<file path="src/rtl/relu_argmax_stage.sv">
// ----------------------------------------------------------------------------
// relu_argmax_stage
//
// Post-FC activation and classification stage, placed directly after fc_layer.
// On start it captures the packed neuron vector, then walks it one element
// per cycle: each element goes through the activation function, is written
// to its slot of out_data_flat, and is compared against the running maximum.
// When the walk is finished the winning index and value are published and
// done pulses for one cycle.
//
// Build option:
//   RELU_LEAKY_EN  defined   -> leaky ReLU, negatives become x >>> LEAK_SHIFT
//                  undefined -> plain ReLU, negatives become 0
//   Latency and all other behaviour are the same in both builds.
//
// Ports:
//   clk            in   rising-edge clock
//   reset          in   synchronous, active-high
//   start          in   one-cycle request, captures in_data_flat when idle
//   in_data_flat   in   NUM_CLASSES signed elements, elem i at [i*DW +: DW]
//   busy           out  high while a run is scanning or finishing
//   done           out  one-cycle pulse, results valid from this cycle on
//   out_data_flat  out  activated elements, same packing as the input
//   class_idx      out  index of the largest activated element
//   max_value      out  activated value at class_idx
// ----------------------------------------------------------------------------
module relu_argmax_stage #(
    parameter int NUM_CLASSES = 2,
    parameter int DATA_WIDTH  = 16,
    parameter int IDX_WIDTH   = (NUM_CLASSES > 1) ? $clog2(NUM_CLASSES) : 1,
    parameter int LEAK_SHIFT  = 3
) (
    input  logic                                clk,
    input  logic                                reset,
    input  logic                                start,
    input  logic [NUM_CLASSES*DATA_WIDTH-1:0]   in_data_flat,
    output logic                                busy,
    output logic                                done,
    output logic [NUM_CLASSES*DATA_WIDTH-1:0]   out_data_flat,
    output logic [IDX_WIDTH-1:0]                class_idx,
    output logic signed [DATA_WIDTH-1:0]        max_value
);

    // Reject configurations the datapath cannot represent. The leak shift is
    // checked in both builds so an override is caught before it matters.
    if (NUM_CLASSES < 1) begin : g_bad_num_classes
        $error("relu_argmax_stage: NUM_CLASSES must be at least 1");
    end
    if (LEAK_SHIFT < 0 || LEAK_SHIFT >= DATA_WIDTH) begin : g_bad_leak_shift
        $error("relu_argmax_stage: LEAK_SHIFT must lie in [0, DATA_WIDTH-1]");
    end

    typedef enum logic [1:0] {
        IDLE = 2'd0,
        SCAN = 2'd1,
        DONE = 2'd2
    } state_e;

    localparam logic [IDX_WIDTH-1:0] LAST_IDX = IDX_WIDTH'(NUM_CLASSES - 1);

    state_e                              state_q;
    logic [NUM_CLASSES*DATA_WIDTH-1:0]   data_q;
    logic [NUM_CLASSES*DATA_WIDTH-1:0]   out_q;
    logic [IDX_WIDTH-1:0]                ptr_q;
    logic [IDX_WIDTH-1:0]                best_idx_q;
    logic signed [DATA_WIDTH-1:0]        best_q;
    logic [IDX_WIDTH-1:0]                class_idx_q;
    logic signed [DATA_WIDTH-1:0]        max_q;
    logic                                busy_q;
    logic                                done_q;

    logic signed [DATA_WIDTH-1:0]        elem_d;
    logic signed [DATA_WIDTH-1:0]        act_d;
    logic                                take_d;
    logic                                last_d;

    // Activation of the element under the pointer and the arg-max decision.
    // The first element always seeds the running best; after that only a
    // strictly larger value replaces it, so ties keep the lowest index.
    always_comb begin
        elem_d = data_q[ptr_q*DATA_WIDTH +: DATA_WIDTH];
`ifdef RELU_LEAKY_EN
        act_d  = elem_d[DATA_WIDTH-1] ? (elem_d >>> LEAK_SHIFT) : elem_d;
`else
        act_d  = elem_d[DATA_WIDTH-1] ? '0 : elem_d;
`endif
        take_d = (ptr_q == '0) || (act_d > best_q);
        last_d = (ptr_q == LAST_IDX);
    end

    // Control FSM and datapath registers. DONE spans two cycles: the first
    // publishes the results and raises done, the second drops done and busy.
    // Keeping busy high through the done cycle means a start arriving with
    // done is ignored and only the following idle cycle can launch a run.
    always_ff @(posedge clk) begin
        if (reset) begin
            state_q     <= IDLE;
            data_q      <= '0;
            out_q       <= '0;
            ptr_q       <= '0;
            best_idx_q  <= '0;
            best_q      <= '0;
            class_idx_q <= '0;
            max_q       <= '0;
            busy_q      <= 1'b0;
            done_q      <= 1'b0;
        end else begin
            case (state_q)
                IDLE: begin
                    if (start) begin
                        data_q  <= in_data_flat;
                        ptr_q   <= '0;
                        busy_q  <= 1'b1;
                        state_q <= SCAN;
                    end
                end
                SCAN: begin
                    out_q[ptr_q*DATA_WIDTH +: DATA_WIDTH] <= act_d;
                    if (take_d) begin
                        best_q     <= act_d;
                        best_idx_q <= ptr_q;
                    end
                    if (last_d) begin
                        state_q <= DONE;
                    end else begin
                        ptr_q <= ptr_q + 1'b1;
                    end
                end
                DONE: begin
                    if (!done_q) begin
                        done_q      <= 1'b1;
                        class_idx_q <= best_idx_q;
                        max_q       <= best_q;
                    end else begin
                        done_q  <= 1'b0;
                        busy_q  <= 1'b0;
                        ptr_q   <= '0;
                        state_q <= IDLE;
                    end
                end
                default: begin
                    state_q <= IDLE;
                end
            endcase
        end
    end

    assign busy          = busy_q;
    assign done          = done_q;
    assign out_data_flat = out_q;
    assign class_idx     = class_idx_q;
    assign max_value     = max_q;

endmodule
</file>
<file path="config.mk">
export PLATFORM = sky130hd
export DESIGN_NAME = relu_argmax_stage
export DESIGN_NICKNAME = d
export VERILOG_FILES = /design/src/rtl/relu_argmax_stage.sv
export SDC_FILE = /design/constraint.sdc
export NUM_CORES = 1
export LEC_CHECK = 0
export ABC_AREA = 1
export CORE_MARGIN = 10
export CORE_UTILIZATION = 46
export CTS_CLUSTER_SIZE = 14
export DETAILED_ROUTE_END_ITERATION = 6
export PLACE_DENSITY = 0.77
export RECOVER_POWER = 25
export SLEW_MARGIN = 5
export SYNTH_ARGS = -nofsm -noshare
export SYNTH_HDL_FRONTEND = slang
export SYNTH_SLANG_ARGS = --single-unit
</file>
<file path="constraint.sdc">
create_clock -name clk -period 2.8 [get_ports clk]
set_input_delay 0.7 -clock clk [delete_from_list [all_inputs] [get_ports clk]]
set_output_delay 0.7 -clock clk [all_outputs]
set_load 0.005 [all_outputs]
</file>
# Word-level counts from Yosys, hierarchy flattened
# Index checks and enable logic that the tools add are counted.
dict set report op_classes {
  n_addsub 2
  order_cmp 1
  n_eq_ne 5
  shift 3
  n_mux 13
  bitwise 2
  reduce_logical 10
}
# op count
set ops {}
lappend ops {{$neg 5->34} 1}
lappend ops {{$shift 16x34->32 const A} 1}
lappend ops {{$shiftx 16x34->32} 1}
lappend ops {{$bwmux 32} 1}
lappend ops {{$shiftx 32x6->16} 1}
lappend ops {{$gt 16x16->1} 1}
lappend ops {{$mux 15} 1}
lappend ops {{$reduce_and 3->1} 3}
lappend ops {{$mux 2} 3}
lappend ops {{$ne 2x2->1 const B} 3}
lappend ops {{$pmux 2 s3} 1}
lappend ops {{$reduce_and 2->1} 3}
lappend ops {{$mux 1} 5}
lappend ops {{$pmux 1 s3} 1}
lappend ops {{$reduce_bool 3->1} 1}
lappend ops {{$eq 2x1->1 const B} 1}
lappend ops {{$eq 2x2->1 const B} 1}
lappend ops {{$logic_not 2->1} 1}
lappend ops {{$not 1->1} 2}
lappend ops {{$pmux 1 s2} 1}
lappend ops {{$reduce_bool 2->1} 1}
lappend ops {{$add 1x1->1 const B} 1}
lappend ops {{$logic_or 1x1->1} 1}
dict set report word_totals {
  ff_bits 103
  out_inout_bits 51
  word_cells 46
}

# Longest topological paths before layout
# Gate-level depths: netlist of run 1.
dict set report logic_depth {
  depth_word 5
  mapped_depth 20
  mapped_depth_nobuf 18
}

# Worst setup path before layout of run 1
# OpenSTA, ideal clock, no wires.
dict set report synth_timing {
  path_type {flip-flop to flip-flop}
  from {register ptr_q, in the netlist last_d}
  to {register best_q[6]}
  setup_ps 115
  arrival_time_ps 2326
  slack_ps 359
  path_stages_with_launch 20
  n_path_buf 3
  cell_sequence {dfxtp_1 buf_6 nand2_4 nand2_8 clkbuf_1 nand2_1 inv_1 ha_1 a21o_1 a21oi_1 o21ai_0 a21oi_1 nand2_1 nand2_1 nand2_2 nand2_2 buf_6 nand3_2 nand2_1 nor2_1}
}
dict set report synth_via {
  elab_chain_cells 5
  word_cells_on_any_way 6
}
# element line
set synth_rtl {}
lappend synth_rtl {{from (decl)} 64} ;# logic [IDX_WIDTH-1:0] ptr_q;
lappend synth_rtl {{from (signal assigned)} 126} ;# ptr_q <= ptr_q + 1'b1;
lappend synth_rtl {{$shiftx 32x6->16 *} 81} ;# elem_d = data_q[ptr_q*DATA_WIDTH +: DATA_WIDTH];
lappend synth_rtl {{$mux 15 *} 85} ;# act_d = elem_d[DATA_WIDTH-1] ? '0 : elem_d;
lappend synth_rtl {{named net act_d[6]} 73} ;# logic signed [DATA_WIDTH-1:0] act_d;
lappend synth_rtl {{$gt 16x16->1} 87} ;# take_d = (ptr_q == '0) || (act_d > best_q);
lappend synth_rtl {{$logic_or 1x1->1} 87}
lappend synth_rtl {{$reduce_and 2->1 (no line)} --}
lappend synth_rtl {{to (signal assigned)} 120} ;# best_q <= act_d;
lappend synth_rtl {{to (decl)} 66} ;# logic signed [DATA_WIDTH-1:0] best_q;
# The timed path passes the listed nets; every way through them passes the cells marked *.
# A chain may end at the register's enable or synchronous reset.

# Final worst setup path of run 1
dict set report layout_timing {
  from {register ptr_q, in the netlist last_d}
  to {register best_q[14]}
}
dict set report layout_via {
  elab_chain_cells 5
  word_cells_on_any_way 6
}
# element line
set layout_rtl {}
lappend layout_rtl {{$shiftx 32x6->16} 81}
lappend layout_rtl {{$mux 15} 85}
lappend layout_rtl {{named net act_d[6]} 73}
lappend layout_rtl {{$gt 16x16->1} 87}
lappend layout_rtl {{$logic_or 1x1->1} 87}
lappend layout_rtl {{$reduce_and 2->1 (no line)} --}
# The timed path passes the listed nets, and every way through them passes these cells.

==> results of run 1 <==
## per-layer routing
layer  up-vias  GRT usage
li1       2041          -
met1      1781     0.1813
met2       109     0.2538
met3        21    0.04365
met4         0    0.05564
met5         -          0
## registers in the layout (all words and copies together), names as in the netlist, 2 cells and up
name           cells
out_data_flat     30
data_q            32
max_value         15
best_q            15
state_q            2
## layout make-up
type	instances	area, µm²
Fill cell	863	3737
Sequential cell	99	1983
Multi-Input combinational cell	379	1926
Timing Repair Buffer	94	944.7
Inverter	91	346.6
Tap cell	129	161.4
Clock buffer	10	137.6
Clock inverter	6	47.55
## placed cells by master (no fill, tap or decap), drive strengths merged
cell           count
buf               10
dfxtp             99
clkdlybuf4s50     80
o21bai             1
a21o               1
nand2             94
a31oi              1
dlygate4sd3        2
clkinv             2
o21ai             81
a21oi             74
ha                12
o2111ai            1
nand3             27
conb               3
clkbuf            12
nor2              82
nand4              1
or2                1
clkinvlp           1
inv               94
## cells by family after synthesis
family                     Yosys count  share of synthesized area
and+or+nand+nor                    205                     0.2131
DFF                                 99                     0.4482
buffers and inverters              131                     0.1217
AOI/OAI and AO/OA                  159                     0.1822
other                                1                  0.0008481
adders and majority gates           12                    0.03395
## worst max-delay path by stage
stage,from,to,cells past startpoint
floorplan,last_d,best_q[6],19
global placement,last_d,best_q[1],18
detailed placement,last_d,best_q[1],18
CTS,last_d,best_q[1],18
global route,last_d,best_q[12],18
finish,last_d,best_q[14],18
## tightest hold or removal path, delay by kind of cell (launching register included)
kind,cells,cell delay [ns]
AO/OA/AOI/OAI,1,0.05
flip-flops,1,0.32
buffers and inverters,1,0.05
## power by group through the flow
stage / registers (W) / clock network, W / logic, W
after floorplan: 0.00163 / 0 / 0.000618
final: 0.00162 / 0.000866 / 0.000905
after CTS: 0.00162 / 0.000883 / 0.000883
after global placement: 0.00164 / 0 / 0.000842
after detailed placement: 0.00165 / 0 / 0.000879
after global routing: 0.00163 / 0.000929 / 0.00104
## stage by stage
stage | setup slack [ns] | utilization | cells
after global placement | 0.2196 | 0.5730 | 790
after floorplan | 0.3587 | - | 609
after detailed placement | 0.07389 | 0.5730 | 790
after global routing | -0.01254 | 0.5974 | 808
final | 0.2250 | 0.5974 | 808
after CTS | 0.06303 | 0.5930 | 806
## repair_timing
action	CTS	global route
setup buffers	0	2
hold buffers	0	0
setup endpoints to repair	0	15
gates resized for setup	0	10
==> metrics.yaml, run 1 <==
r2r_cells: 18
drtIter0Drc: 214
skew_ns: 0.01162
power.switching_w: 0.001102
max_cap_viol_count: 0
hold-path-endpoint: "max_value[5]"
topRoutingLayerUsed: "met4"
path_cells: "buf_12, nand2_4, nand2_8, nand2_1, inv_1, ha_1, a21o_1, a21oi_1, o21ai_0, a21oi_1, nand2_1, nand2_1, nand2_2, nand2_4, buf_12, nand3_1, nand2_1, nor2_1"
areaGrowthSynthToFinish_pct: 25.44
io_pins: 86
clock_latency_ns: 0.37
cts_buffer_depth: 2
start_kind: "flop"
fin_area_um2: 5547
met2_length_mm: 5.057
end_kind: "flop"
final_nets: 721
dpl.hpwl_mm: 8.036
yosys-top-cells-area: "dfxtp_1, o21ai_0, a21oi_1"
min_path_cells: 2
leakagePower_nw: 2.543
path_buf_inv: 3
grt_start_max_net_pins: 62
cp.arrival_ns: 2.84
drt-total-wl_mm: 10.60
path_class: "reg -> reg"
synthFlopType: "dfxtp_1"
timing.rr.end: "best_q[14]"
synth_seq_cells: 99
viasPerCell: 4.891
clkPwrFrac: 0.256
die_y_um: 118.0
powerDensity_nw_per_um2: 610.8
ant_nets: 0
yosys_warnings: 0
overflow: 0
cts-buffers-inserted: 9
diodes: 0
cp_slowest_cell: "dfxtp_2"
die_x_um: 118.0
fin_crit_sh: 0.9196
holdCritPathClass: "reg -> reg"
cts_tree: "done"
yosysMostFrequentCell: "dfxtp_1"
vias: 3952
hp-start: "max_value[5]"
max_slew_margin: 0.3373
die_area_um2: 13930
total_power_w: 0.003388
synth_edf_count: 0
finalHoldViolCount: 0
setup_viol: 0
rows: 35
grt_pass1_wl_mm: 18.09
crit_path_frequent_cell: "nand2_1"
grt_usage: 0.1522
hold_slack_ns: 0.4458
synthCells: 607
core_um2: 9284
async_reset_ff_frac: 0
io_buffers: 82
p_seq_frac: 0.477
start_util: 0.4763
critPathTopFamily: "simple AND/OR/NAND/NOR gates"
power.internal_w: 0.002286
yosys.cell_types.count: 27
critPathMaxFanout: 19
met1Wirelength_mm: 4.612
fin_setup_tns_ns: 0
synth_top_area_frac: 0.4482
dpl_cell_area_um2: 5320
cts-root-buf: "clkbuf_8"
synth-seq-area-share: 0.4482
wl_per_cell_um: 13.12
critPathMaxStageDelay_ns: 0.40
synthesis.area_um2: 4422
antenna_found_initial: 0
p_sw_frac: 0.3253
status: "finished clean"
avgSynthCellArea_um2: 7.285
worstMarginPinSlew_ns: 0.9941
slew_violations: 0
worstReg2RegStart: "last_d"
fmax_ghz: 0.3884
ir_drop_mv: 0.2842
yosys.area.top_type: "dfxtp_1"
comb_power_share: 0.267
cts.sinks: 99
clk_pin_slew_ns: 0.09
met3_length_um: 726
drc: 0
dr.pass1.iters: 4
gp_congestion: 0.8918
synth_common_cells: "dfxtp_1, inv_1, nand2_1"
crit_required_ns: 3.06
layout_min_cycle_time_ns: 2.575
grt_pass1_vias: 3883
layout-drive-gt1-share: 0.08837
htree_num_levels: 3
regToRegSetupSlack_ns: 0.23
No activity file was read; power rests on OpenSTA's default activity.
==> run 2: changes to the inputs <==
PLACE_DENSITY = 0.8   (was 0.77)
clock period = 2.1 ns   (was 2.8 ns; I/O delays follow)
==> metrics.yaml, run 2 (synthesis results as in run 1) <==
setup_viol: 16  # +16
htree_num_levels: 3  # unchanged
cts_tree: "done"
layout_min_cycle_time_ns: 2.368  # -0.2065 ns
largest_reg_flops: 32  # unchanged
cts-buffers-inserted: 9  # unchanged
r2r_cells: 18  # unchanged
dpl_cell_area_um2: 5734  # +7.8%
antenna_found_initial: 0  # unchanged
die_x_um: 118.0  # unchanged
leakagePower_nw: 2.791  # +9.7%
largest-register: "data_q"
vias: 4138  # +4.7%
regToRegSetupSlack_ns: -0.27  # -0.49 ns
crit_cells: 18  # unchanged
diodes: 0  # unchanged
rows: 35  # unchanged
clk_pin_slew_ns: 0.09  # about the same
path_cells: "buf_6, nand2_8, nand2_8, nand2_4, inv_4, ha_4, a21o_1, a21oi_2, o21ai_2, a21oi_2, nand2_1, nand2_1, nand2_2, nand2_4, buf_12, nand3_2, nand2_2, nor2_2"
start_kind: "flop"
start_util: 0.4763  # unchanged
worstMarginPinSlew_ns: 0.5174  # -0.4768 ns
post-route-util: 0.6764  # +0.07898
critPathMaxStageDelay_ns: 0.40  # about the same
skew_ns: 0.008873  # -0.002745 ns
crit_start: "last_d"
status: "finished with violations"
gp_congestion: 0.8696  # -2.5%
fin_crit_sh: 1.128  # +0.2082
fmax_ghz: 0.4222  # +8.7%
grt_start_max_net_pins: 79  # +27%
setup_ws_ns: -0.2684  # -0.4935 ns
critPathTopFamily: "simple AND/OR/NAND/NOR gates"
core_um2: 9284  # unchanged
timing.rr.end: "best_q[5]"
drc: 0  # unchanged
drtIter0Drc: 196  # -8.4%
max_cap_viol_count: 0  # unchanged
layout-drive-gt1-share: 0.2287  # +0.1404
die_area_um2: 13930  # unchanged
crit_required_ns: 2.36  # -0.70 ns
slew_violations: 0  # unchanged
worstReg2RegStart: "last_d"
grt_usage: 0.1623  # +0.01007
layout_common_cells: "dfxtp_1, clkdlybuf4s50_1, o21ai_0"
dr.pass1.iters: 4  # unchanged
cts_hold_buf: 0  # unchanged
io_pins: 86  # unchanged
powerDensity_nw_per_um2: 837.4  # +37%
max_slew_margin: 0.6551  # +0.3178
critPathMaxFanout: 8  # -11
dpl.hpwl_mm: 8.111  # +0.94%
path_class: "reg -> reg"
holdCritPathClass: "reg -> reg"
fin_area_um2: 6280  # +13%
clock_latency_ns: 0.36  # about the same
ant_nets: 0  # unchanged
die_y_um: 118.0  # unchanged
place_ws_ns: -0.2277  # -0.3016 ns
cts-root-buf: "clkbuf_8"
ir_drop_mv: 0.5822  # +100%
cts.sinks: 99  # unchanged
grt_pass1_wl_mm: 19.20  # +6.1%
end_kind: "flop"
cts_buffer_depth: 2  # unchanged
final_nets: 759  # +5.3%
overflow: 0  # unchanged
drt-total-wl_mm: 12.08  # +14%
viasPerCell: 4.891  # about the same
areaGrowthSynthToFinish_pct: 42.02
mostFrequentLayoutCell: "dfxtp_1"
cp.arrival_ns: 2.63  # -0.21 ns
total_power_w: 0.005259  # +55%
io_buffers: 82  # unchanged
rsz0062_at_grt: "yes"
cp_slowest_cell: "dfxtp_4"
violations: "negative setup slack"
setup.worst_path.end: "best_q[5]"
path_buf_inv: 3  # unchanged
grt_pass1_vias: 4089  # +5.3%
wl_per_cell_um: 14.28  # +8.8%
finalHoldViolCount: 0  # unchanged
==> run 2: cell count changes in the layout (fill, tap and decap cells not counted), moves of 6 or more <==
cell / delta
ha_1: -9
a21oi_1: -18
buf_4: +30
a21oi_2: +16
nand2_4: +6
inv_1: -13
ha_4: +9
nand2_2: +13
inv_2: +12
nand2_1: -19
==> run 2: cell type report <==
class	count	area, µm²
tap	129	161.4
multi-input combinational	380	2276
clock buffer	11	151.4
timing repair buffer	131	1281
inverter	91	349.1
sequential	99	1986
clock inverter	5	75.07
fill	720	3004
==> run 2: how the worst min path moves through the flow <==
stage / start / to / slack [ns] / depth (start not counted)
after global routing: class_idx / class_idx / 0.47 / 2
after CTS: max_value[12] / max_value[12] / 0.45 / 2
after floorplan: data_q[8] / data_q[8] / 0.43 / 2
after detailed placement: max_value[12] / max_value[12] / 0.44 / 2
final: class_idx / class_idx / 0.45 / 2
after global placement: max_value[2] / max_value[2] / 0.43 / 2
==> run 2: what timing repair did <==
| action | CTS | global route |
|---|---|---|
| setup buffers | 6 | 2 |
| gates cloned | 3 | 0 |
| resized for setup | 36 | 19 |
| pin swaps | 35 | 18 |
| setup endpoints to repair | 16 | 16 |
| hold endpoints to repair | 0 | 0 |
==> run 2: per-stage QoR <==
| stage | setup TNS, ns | hold slack (ns) | cells |
|---|---|---|---|
| after floorplan | -1.397 | 0.4313 | 609 |
| after global placement | -1.762 | 0.4338 | 821 |
| after detailed placement | -3.364 | 0.4384 | 821 |
| after CTS | -2.850 | 0.4516 | 846 |
| after global routing | -5.520 | 0.4713 | 846 |
| final | -3.493 | 0.4486 | 846 |
==> run 2: report_power, final <==
part | leakage, nW | total, W | internal (W) | switching (W)
combinational | 1.86 | 0.00173 | 0.000801 | 0.000928
sequential | 0.813 | 0.00216 | 0.00205 | 0.000107
clock | 0.119 | 0.00137 | 0.000731 | 0.000638
total | 2.79 | 0.00526 | 0.00359 | 0.00167
==> run 2: worst register-to-register path: cells and delay by family, from the launching register on <==
kind                     cells  cell delay [ns]
AND/OR/NAND/NOR             10             0.82
AO/OA/AOI/OAI                4             0.51
flip-flops                   1             0.40
buffers and inverters        3             0.34
adder cells (fa/ha/maj)      1             0.20
==> run 2: metal layers <==
| layer | track usage | wire length, µm | up-vias |
|---|---|---|---|
| met4 | 0.05100 | 250 | 0 |
| met2 | 0.2787 | 5881 | 112 |
| met1 | 0.1893 | 5216 | 1890 |
| met5 | 0 | 0 | - |
| li1 | - | - | 2112 |
| met3 | 0.04748 | 735 | 24 |
==> run 3: changes to the inputs <==
CORE_MARGIN = unset   (was 10)
==> metrics.yaml, run 3 (synthesis results as in run 1) <==
grt_pass1_vias: 4093  # +0.098%
grt_usage: 0.2333  # +0.07097
fin_area_um2: 6195  # -1.4%
power.switching_w: 0.001665  # -0.52%
vias: 4159  # +0.51%
comb_power_share: 0.325  # -0.004
cts-buffers-inserted: 9  # unchanged
cts-root-buf: "clkbuf_8"
gp_congestion: 0.8292  # -4.6%
largest-register: "data_q"
rows: 35  # unchanged
largest_reg_flops: 32  # unchanged
setup_ws_ns: -0.3393  # -0.07085 ns
rsz0062_at_grt: "yes"
p_sw_frac: 0.3221  # +0.003801
areaGrowthSynthToFinish_pct: 40.10
clkPwrFrac: 0.257  # -0.003
crit_required_ns: 2.39  # +0.03 ns
clk_pin_slew_ns: 0.10  # about the same
slew_violations: 0  # unchanged
violations: "negative setup slack"
critPathMaxFanout: 7  # -1
start_kind: "flop"
holdCritPathClass: "reg -> reg"
core_um2: 9284  # unchanged
dr.pass1.iters: 4  # unchanged
setup_viol: 16  # unchanged
status: "finished with violations"
end_kind: "flop"
mostFrequentLayoutCell: "dfxtp_1"
cts.sinks: 99  # unchanged
dpl_cell_area_um2: 5657  # -1.4%
die_area_um2: 10010  # -28%
layout_common_cells: "dfxtp_1, clkdlybuf4s50_1, inv_1, nor2_1, o21ai_0"
power.internal_w: 0.003505  # -2.2%
worstMarginPinSlew_ns: 0.7951  # +0.2778 ns
die_x_um: 100.0  # -15%
path_class: "reg -> reg"
layout_min_cycle_time_ns: 2.439  # +0.07085 ns
powerDensity_nw_per_um2: 834.5  # -0.35%
io_buffers: 82  # unchanged
start_util: 0.4763  # unchanged
fmax_ghz: 0.4100  # -2.9%
wl_per_cell_um: 13.54  # -5.2%
finalHoldViolCount: 0  # unchanged
clock_latency_ns: 0.36  # about the same
dpl.hpwl_mm: 7.457  # -8.1%
cts_tree: "done"
leakagePower_nw: 2.771  # -0.72%
max_slew_margin: 0.4699  # -0.1852
ant_nets: 0  # unchanged
die_y_um: 100.0  # -15%
grt_start_max_net_pins: 79  # unchanged
diodes: 0  # unchanged
drt-total-wl_mm: 11.39  # -5.7%
max_cap_viol_count: 0  # unchanged
antenna_found_initial: 0  # unchanged
p_seq_frac: 0.417  # +0.006
cts_buffer_depth: 2  # unchanged
viasPerCell: 4.945  # +1.1%
cts_hold_buf: 0  # unchanged
hold_slack_ns: 0.4507  # +0.002147 ns
drtIter0Drc: 224  # +14%
drc: 0  # unchanged
final_nets: 754  # -0.66%
fin_crit_sh: 1.162  # +0.03374
overflow: 0  # unchanged
htree_num_levels: 3  # unchanged
layout-drive-gt1-share: 0.2022  # -0.02648
skew_ns: 0.01559  # +0.006712 ns
cp.arrival_ns: 2.73  # +0.10 ns
ir_drop_mv: 0.4353  # -25%
total_power_w: 0.005170  # -1.7%
grt_pass1_wl_mm: 18.84  # -1.8%
io_pins: 86  # unchanged
==> run 3: per-layer routing <==
metal,up-vias,global-route usage,part of all wire
met2,123,0.4122,0.49
li1,2107,-,-
met4,0,0.05686,0.013
met3,15,0.04178,0.048
met5,-,0,0
met1,1914,0.2951,0.44
==> run 3: repair_timing <==
action	CTS	global route
setup buffers	6	2
endpoints found under the setup margin	16	16
gates resized for setup	30	10
pin swaps	20	5
cloned	3	1
==> run 3: power by group through the flow <==
stage          Combinational (W)  Clock [W]  Sequential (W)
2_1_floorplan           0.000961          0         0.00217
5_1_grt                  0.00184    0.00143         0.00218
6_report                 0.00168    0.00133         0.00216
4_1_cts                  0.00160    0.00134         0.00215
3_5_place_dp             0.00137          0         0.00219
3_3_place_gp             0.00131          0         0.00219
==> run 3: final timing paths <==
kind | from | to | slack (ns) | cells past startpoint
worst max-delay path | last_d | best_q[3] | -0.34 | 16
worst min register to register | max_value[5] | max_value[5] | 0.45 | 2
worst min-delay path | max_value[5] | max_value[5] | 0.45 | 2
worst max register to register | last_d | best_q[3] | -0.34 | 16
==> run 3: worst max-delay path: stages, from the launching register on <==
cell	delay, ns
dfxtp_4	0.40
buf_6	0.13
nand2_8	0.07
nand2_4	0.13
nand2_4	0.08
inv_2	0.07
ha_4	0.20
buf_4	0.14
a21oi_1	0.14
o2111ai_1	0.15
nor2_1	0.17
nand2_2	0.10
nand2_4	0.13
buf_12	0.13
buf_16	0.11
a21oi_2	0.06
nor2_1	0.14
==> run 3: area by class of cell <==
cell class                      count  area [µm²]
Fill cell                         764        3089
Sequential cell                    99        1986
Clock inverter                      6       88.84
Tap cell                          129       161.4
Timing Repair Buffer              126        1256
Clock buffer                       10       127.6
Multi-Input combinational cell    380        2226
Inverter                           91       349.1
==> run 3: through the flow <==
stage	setup slack (ns)	cells	util	setup TNS, ns
4_1_cts	-0.2239	839	0.6623	-3.303
3_5_place_dp	-0.3038	814	0.6093	-4.487
5_1_grt	-0.4154	841	0.6673	-5.960
3_3_place_gp	-0.2173	814	0.6093	-3.269
2_1_floorplan	-0.09140	609	-	-1.397
6_report	-0.3393	841	0.6673	-4.526
